File: src/rtl/video_pkg.sv
// video_pkg: 640x480@60 timing defaults, derived boundaries and an 11-bit span helper.
package video_pkg;
  localparam int H_ACTIVE_DEF = 640;
  localparam int H_FP_DEF     = 16;
  localparam int H_SYNC_DEF   = 96;
  localparam int H_BP_DEF     = 48;
  localparam int V_ACTIVE_DEF = 480;
  localparam int V_FP_DEF     = 10;
  localparam int V_SYNC_DEF   = 2;
  localparam int V_BP_DEF     = 33;
  localparam int PIPE_DLY_DEF = 1;
  // Boundaries are summed at 11 bits so a full 800-clock line never overflows.
  function automatic logic [10:0] span(input int a, input int b, input int c, input int d);
    return 11'(a) + 11'(b) + 11'(c) + 11'(d);
  endfunction
  localparam logic [10:0] H_TOTAL      = span(H_ACTIVE_DEF, H_FP_DEF, H_SYNC_DEF, H_BP_DEF);
  localparam logic [10:0] V_TOTAL      = span(V_ACTIVE_DEF, V_FP_DEF, V_SYNC_DEF, V_BP_DEF);
  localparam logic [10:0] H_SYNC_START = span(H_ACTIVE_DEF, H_FP_DEF, 0, 0);
  localparam logic [10:0] H_SYNC_END   = span(H_ACTIVE_DEF, H_FP_DEF, H_SYNC_DEF, 0);
  localparam logic [10:0] V_SYNC_START = span(V_ACTIVE_DEF, V_FP_DEF, 0, 0);
  localparam logic [10:0] V_SYNC_END   = span(V_ACTIVE_DEF, V_FP_DEF, V_SYNC_DEF, 0);
endpackage

File: src/rtl/video_timing_gen_if.sv
// video_timing_gen_if: renderer colour in, counts/syncs/gated colour out.
interface video_timing_gen_if;
  logic [7:0] Red_in, Green_in, Blue_in;
  logic [9:0] Hcount;
  logic [8:0] Vcount;
  logic       FrameStart, Hsync, Vsync, Active;
  logic [7:0] Red, Green, Blue;
  modport master (
    input  Red_in, Green_in, Blue_in,
    output Hcount, Vcount, FrameStart, Hsync, Vsync, Active, Red, Green, Blue
  );
  modport slave (
    output Red_in, Green_in, Blue_in,
    input  Hcount, Vcount, FrameStart, Hsync, Vsync, Active, Red, Green, Blue
  );
endinterface

File: src/rtl/delay_line.sv
// delay_line: DEPTH-stage register shift with reset value RST_VAL; DEPTH 0 is a wire.
module delay_line #(
  parameter int                 WIDTH   = 1,
  parameter int                 DEPTH   = 1,
  parameter logic [WIDTH-1:0]   RST_VAL = '0
) (
  input  logic             clk,
  input  logic             reset,
  input  logic [WIDTH-1:0] d,
  output logic [WIDTH-1:0] q
);
  if (DEPTH == 0) begin : g_wire
    assign q = d;
  end else begin : g_reg
    logic [WIDTH-1:0] stg [DEPTH];
    always_ff @(posedge clk) begin
      if (!reset) begin
        for (int i = 0; i < DEPTH; i++) stg[i] <= RST_VAL;
      end else begin
        stg[0] <= d;
        for (int i = 1; i < DEPTH; i++) stg[i] <= stg[i-1];
      end
    end
    assign q = stg[DEPTH-1];
  end
endmodule

File: src/rtl/video_timing_gen.sv
// video_timing_gen: pixel/line counters with sync, visible flag and colour aligned PIPE_DLY+1 clocks behind.
module video_timing_gen
  import video_pkg::*;
#(
  parameter int H_ACTIVE = H_ACTIVE_DEF,
  parameter int H_FP     = H_FP_DEF,
  parameter int H_SYNC   = H_SYNC_DEF,
  parameter int H_BP     = H_BP_DEF,
  parameter int V_ACTIVE = V_ACTIVE_DEF,
  parameter int V_FP     = V_FP_DEF,
  parameter int V_SYNC   = V_SYNC_DEF,
  parameter int V_BP     = V_BP_DEF,
  parameter int PIPE_DLY = PIPE_DLY_DEF
) (
  input  logic                Clk,
  input  logic                Reset,
  video_timing_gen_if.master  vif
);
  localparam logic [10:0] HT  = span(H_ACTIVE, H_FP, H_SYNC, H_BP);
  localparam logic [10:0] VT  = span(V_ACTIVE, V_FP, V_SYNC, V_BP);
  localparam logic [10:0] HA  = span(H_ACTIVE, 0, 0, 0);
  localparam logic [10:0] VA  = span(V_ACTIVE, 0, 0, 0);
  localparam logic [10:0] HSS = span(H_ACTIVE, H_FP, 0, 0);
  localparam logic [10:0] HSE = span(H_ACTIVE, H_FP, H_SYNC, 0);
  localparam logic [10:0] VSS = span(V_ACTIVE, V_FP, 0, 0);
  localparam logic [10:0] VSE = span(V_ACTIVE, V_FP, V_SYNC, 0);
  logic [9:0]  h_cnt, v_cnt;
  logic [10:0] h_w, v_w;
  logic        h_end, v_end, hs_raw, vs_raw, vis_raw, hs_d, vs_d, vis_d;
  assign h_w     = {1'b0, h_cnt};
  assign v_w     = {1'b0, v_cnt};
  assign h_end   = h_w == HT - 11'd1;
  assign v_end   = v_w == VT - 11'd1;
  assign hs_raw  = !(h_w >= HSS && h_w < HSE);
  assign vs_raw  = !(v_w >= VSS && v_w < VSE);
  assign vis_raw = h_w < HA && v_w < VA;
  always_ff @(posedge Clk) begin
    if (!Reset) begin
      h_cnt <= '0;
      v_cnt <= '0;
    end else begin
      h_cnt <= h_end ? '0 : h_cnt + 10'd1;
      if (h_end) v_cnt <= v_end ? '0 : v_cnt + 10'd1;
    end
  end
  assign vif.Hcount     = h_cnt;
  assign vif.Vcount     = v_cnt[8:0];
  assign vif.FrameStart = Reset && h_cnt == '0 && v_cnt == '0;
  // Stage reset value keeps syncs high and the picture blank until real timing emerges.
  delay_line #(.WIDTH(3), .DEPTH(PIPE_DLY), .RST_VAL(3'b110)) u_dly (
    .clk   (Clk),
    .reset (Reset),
    .d     ({hs_raw, vs_raw, vis_raw}),
    .q     ({hs_d, vs_d, vis_d})
  );
  always_ff @(posedge Clk) begin
    if (!Reset) begin
      vif.Hsync  <= 1'b1;
      vif.Vsync  <= 1'b1;
      vif.Active <= 1'b0;
      vif.Red    <= '0;
      vif.Green  <= '0;
      vif.Blue   <= '0;
    end else begin
      vif.Hsync  <= hs_d;
      vif.Vsync  <= vs_d;
      vif.Active <= vis_d;
      vif.Red    <= vis_d ? vif.Red_in   : '0;
      vif.Green  <= vis_d ? vif.Green_in : '0;
      vif.Blue   <= vis_d ? vif.Blue_in  : '0;
    end
  end
endmodule

File: src/flat_wrapper.sv
// flat-port wrapper written by rule: the top's interface ports become plain ports
module video_timing_gen_flat import video_pkg::*;
#(
  parameter int H_ACTIVE = H_ACTIVE_DEF,
  parameter int H_FP     = H_FP_DEF,
  parameter int H_SYNC   = H_SYNC_DEF,
  parameter int H_BP     = H_BP_DEF,
  parameter int V_ACTIVE = V_ACTIVE_DEF,
  parameter int V_FP     = V_FP_DEF,
  parameter int V_SYNC   = V_SYNC_DEF,
  parameter int V_BP     = V_BP_DEF,
  parameter int PIPE_DLY = PIPE_DLY_DEF
)
  (Clk, Reset, vif_Red_in, vif_Green_in, vif_Blue_in, vif_Hcount, vif_Vcount, vif_FrameStart, vif_Hsync, vif_Vsync, vif_Active, vif_Red, vif_Green, vif_Blue);
  video_timing_gen_if vif_i ();
  input  logic Clk;
  input  logic Reset;
  input wire logic [$bits(vif_i.Red_in)-1:0] vif_Red_in;
  input wire logic [$bits(vif_i.Green_in)-1:0] vif_Green_in;
  input wire logic [$bits(vif_i.Blue_in)-1:0] vif_Blue_in;
  output wire logic [$bits(vif_i.Hcount)-1:0] vif_Hcount;
  output wire logic [$bits(vif_i.Vcount)-1:0] vif_Vcount;
  output wire logic [$bits(vif_i.FrameStart)-1:0] vif_FrameStart;
  output wire logic [$bits(vif_i.Hsync)-1:0] vif_Hsync;
  output wire logic [$bits(vif_i.Vsync)-1:0] vif_Vsync;
  output wire logic [$bits(vif_i.Active)-1:0] vif_Active;
  output wire logic [$bits(vif_i.Red)-1:0] vif_Red;
  output wire logic [$bits(vif_i.Green)-1:0] vif_Green;
  output wire logic [$bits(vif_i.Blue)-1:0] vif_Blue;
  assign vif_i.Red_in = vif_Red_in;
  assign vif_i.Green_in = vif_Green_in;
  assign vif_i.Blue_in = vif_Blue_in;
  assign vif_Hcount = vif_i.Hcount;
  assign vif_Vcount = vif_i.Vcount;
  assign vif_FrameStart = vif_i.FrameStart;
  assign vif_Hsync = vif_i.Hsync;
  assign vif_Vsync = vif_i.Vsync;
  assign vif_Active = vif_i.Active;
  assign vif_Red = vif_i.Red;
  assign vif_Green = vif_i.Green;
  assign vif_Blue = vif_i.Blue;
  video_timing_gen #(.H_ACTIVE(H_ACTIVE), .H_FP(H_FP), .H_SYNC(H_SYNC), .H_BP(H_BP), .V_ACTIVE(V_ACTIVE), .V_FP(V_FP), .V_SYNC(V_SYNC), .V_BP(V_BP), .PIPE_DLY(PIPE_DLY)) u_core (.Clk(Clk), .Reset(Reset), .vif(vif_i));
endmodule
File: config.mk
export PLATFORM = sky130hd
export DESIGN_NAME = video_timing_gen_flat
export DESIGN_NICKNAME = d
export VERILOG_FILES = /design/src/rtl/video_pkg.sv /design/src/rtl/video_timing_gen_if.sv /design/src/rtl/delay_line.sv /design/src/rtl/video_timing_gen.sv /design/src/flat_wrapper.sv
export SDC_FILE = /design/constraint.sdc
export NUM_CORES = 1
export LEC_CHECK = 0
export ABC_AREA = 0
export BUFFER_PORTS_ARGS = -buffer_cell sky130_fd_sc_hd__clkbuf_2
export CAP_MARGIN = 5
export CORE_MARGIN = 3
export CORE_UTILIZATION = 47
export CTS_BUF_LIST = sky130_fd_sc_hd__clkbuf_16
export DETAILED_ROUTE_END_ITERATION = 10
export GPL_TIMING_DRIVEN = 0
export PLACE_DENSITY = 0.77
export SYNTH_ARGS = -nofsm -noshare
export SYNTH_HDL_FRONTEND = slang
export SYNTH_HIERARCHICAL = 1
export SYNTH_SLANG_ARGS = --single-unit
File: constraint.sdc
create_clock -name Clk -period 4.8 [get_ports Clk]
set_input_delay 0.24 -clock Clk [delete_from_list [all_inputs] [get_ports Clk]]
set_output_delay 0.24 -clock Clk [all_outputs]
set_load 0.05 [all_outputs]
==> results.txt <==
status: complete, no violations
Synthesized Nets: 239
root buffer cell: clkbuf_16
vias in the first global route: 1541
Tmin final: 2.320 ns
I/O pin cnt: 73
CTS tree: built
CTS sink cnt: 50
Max rail drop VDD: 203.8 µV
commonest non-fill, non-tap cell in the layout: clkbuf_2
post-synthesis register bit count: 50
Nets: 318
Worst Tran Pin Value: 0.6369 ns
# resized after CTS: 0
Rel. slew slack: 57.26%
Die Ht: 70.71 µm
Rows: 22
Diodes inserted: 0
crit share post-route: 48.34%
FF-to-FF setup slack: 2.48 ns
total number of vias: 1696
Seq. cell area: 0.001001 mm²
die area: 0.005000 mm²
Routed WL: 4426 µm
Post-CTS Setup Inserts: 0
Post-Syn Instances: 208
Hold Path Origin: vif_Green_in[1]
sum of net half-perimeters after detailed placement: 3202 µm
Starting Density: 51.07%
share of cells above drive strength 1: 32.99%
Reg clk slew, reported paths: 0.07 ns
slowest stage cell, crit path: or3_4
PortBufs: 72
Placer Congestion: 0.8328
Max Freq: 431.0 MHz
Design Power: 0.0009233 W
largest net degree at the start of global routing: 18
TNS Setup: 0 ns
CP delay by family, top: simple AND/OR/NAND/NOR gates
Yosys cell types: 32
CP max FO: 9
DR WL/cell: 13.17 µm
WP data arrival: 2.47 ns
WHS Path Cells: 2
reg2reg end: u_core/v_cnt[5]$_SDFFE_PN0N_
Layout Utilization: 66.46%
critical path class: reg -> reg
Initial DRC Count: 109
Worst Setup Start Kind: flop
clk_skew: 0.003709 ns
Num CTS Buffers: 5
Slew Limit Fails: 0
worst flop-to-flop path startpoint: u_core/vif.Hcount[0]$_SDFF_PP0_
area grow syn2layout: 30.13%
# fillers: 331
Core Area: 0.003854 mm²
CTS HTree Levels: 2
Synth Warn #: 6
Leak: 1.207 nW
prevailing post-synth register cell: dfxtp_1
Worst Hold Class: in -> reg
PD cells: 360.5 mW/mm²
Clock Latency Late Sink: 0.29 ns
Hold Violations, Final: 0
final setup fails: 0
initial antenna violation count: 0
Seq/Total Area, Yosys: 50.86%
Critical Path RT: 4.95 ns
unrepaired setup endpoints after global routing: no
Vias per Instance: 5.048
Mapped Avg Cell Area: 9.462 µm²
hold buffers post-CTS: 0
Post-synth EDFFs: 0
DRC: 0
most frequent cells in the layout: clkbuf_2 (72), dfxtp_1 (50), and3_1 (28)
Setup crit end kind: flop
crit path buf inv count: 0
max incr delay on CP: 0.54 ns
first-pass detailed-route iteration total: 4
Clock Tree Buf Depth: 2
crit-path cells: ha_1 > nand4_1 > or3_4 > o21ai_1 > nor2_1
first-pass GRT wire length: 7120 µm
Final ANT Viol Nets: 0
die width: 70.71 µm
cells on worst reg2reg path: 5
total gr overflow: 0
Total GRT Usage: 17.76%
Max-Cap Viols: 0
asr flop ratio synth: 0%
Multi-input gate area: 815.8 µm²
Netlist Area Pre-Place: 0.001968 mm²
WHS Endpoint: u_core/vif.Green[1]$_SDFF_PN0_
==> worst max path at each step <==
stage,start,endpoint,slack [ns],cells past startpoint
CTS,u_core/vif.Hcount[0]$_SDFF_PP0_,u_core/v_cnt[5]$_SDFFE_PN0N_,2.48,5
finish,u_core/vif.Hcount[0]$_SDFF_PP0_,u_core/v_cnt[5]$_SDFFE_PN0N_,2.48,5
global route,u_core/vif.Hcount[0]$_SDFF_PP0_,u_core/v_cnt[2]$_SDFFE_PN0N_,2.33,5
detailed placement,u_core/vif.Hcount[0]$_SDFF_PP0_,u_core/v_cnt[5]$_SDFFE_PN0N_,2.49,5
global placement,u_core/vif.Hcount[0]$_SDFF_PP0_,u_core/v_cnt[0]$_SDFFE_PN0N_,2.50,5
floorplan,u_core/vif.Hcount[0]$_SDFF_PP0_,vif_FrameStart,1.98,5
==> metal layers <==
metal	global-route usage (%)	wire, µm
met5	0	0
met4	6.472	49
met1	21.28	1883
met2	29.76	2239
met3	5.682	253
==> power breakdown <==
group | switching, W | internal, W | total [W]
combinational | 0.0000613 | 0.0000235 | 0.0000847
clock | 0.000158 | 0.000250 | 0.000407
sequential | 0.00000538 | 0.000426 | 0.000431
total | 0.000224 | 0.000699 | 0.000923
==> kinds of logic (layout without fill, tap and decap cells) <==
logic type | Yosys count | count (layout) | synth area share (%)
and+or+nand+nor | 100 | 100 | 28.80
DFF | 50 | 50 | 50.86
buffers and inverters | 29 | 109 | 7.692
xor gates and xnor gates | 14 | 14 | 6.230
AOI/OAI and AO/OA | 10 | 10 | 3.242
adders and majority gates | 5 | 5 | 3.179
==> through the flow <==
step	setup WS [ns]	instance area, µm²	hold WS [ns]	instances
finish	2.480	2561	0.1856	336
global placement	2.497	2389	0.3910	328
floorplan	1.981	1968	0.3130	208
detailed placement	2.492	2389	0.3916	328
CTS	2.483	2561	0.1841	336
global route	2.330	2561	0.1810	336
==> sequential cells by signal (all words and copies together) (netlist names) <==
signal                  count
u_core/vif.Hsync            1
u_core/vif.Active           1
u_core/vif.Hcount          10
u_core/v_cnt               10
u_core/u_dly/g_reg.stg      3
u_core/vif.Vsync            1
u_core/vif.Red              8
u_core/vif.Blue             8
u_core/vif.Green            8
==> area by class of cell <==
class                           count  share of cell area, %
Clock inverter                      3                  1.856
Multi-Input combinational cell    129                  31.85
Clock buffer                        5                  4.885
Buffer                             20                  4.592
Tap cell                           48                  2.345
Sequential cell                    50                  39.08
Timing Repair Buffer               72                  14.07
Inverter                            9                  1.319
==> Yosys cell counts (2+ instances only) <==
library cell  number  area (µm²)
nand2_1            6       22.52
a21oi_1            2       10.01
or4_4              2       22.52
and3_1            28       175.2
ha_1               5       62.56
nor4b_1            2       17.52
xnor2_1           12       105.1
and2_1             3       18.77
xor2_1             2       17.52
nand4_1            8       50.05
or3_1              2       12.51
inv_1              9       33.78
clkbuf_1           9       33.78
nor2_1            20       75.07
o31ai_1            2       15.01
nor3_1             5       25.02
nand3_1            9       45.04
nor4_1             7       43.79
nand2b_1           4       25.02
o21ai_0            2       10.01
buf_4              9       67.56
dfxtp_1           50        1001
No activity file was read; power rests on OpenSTA's default activity.
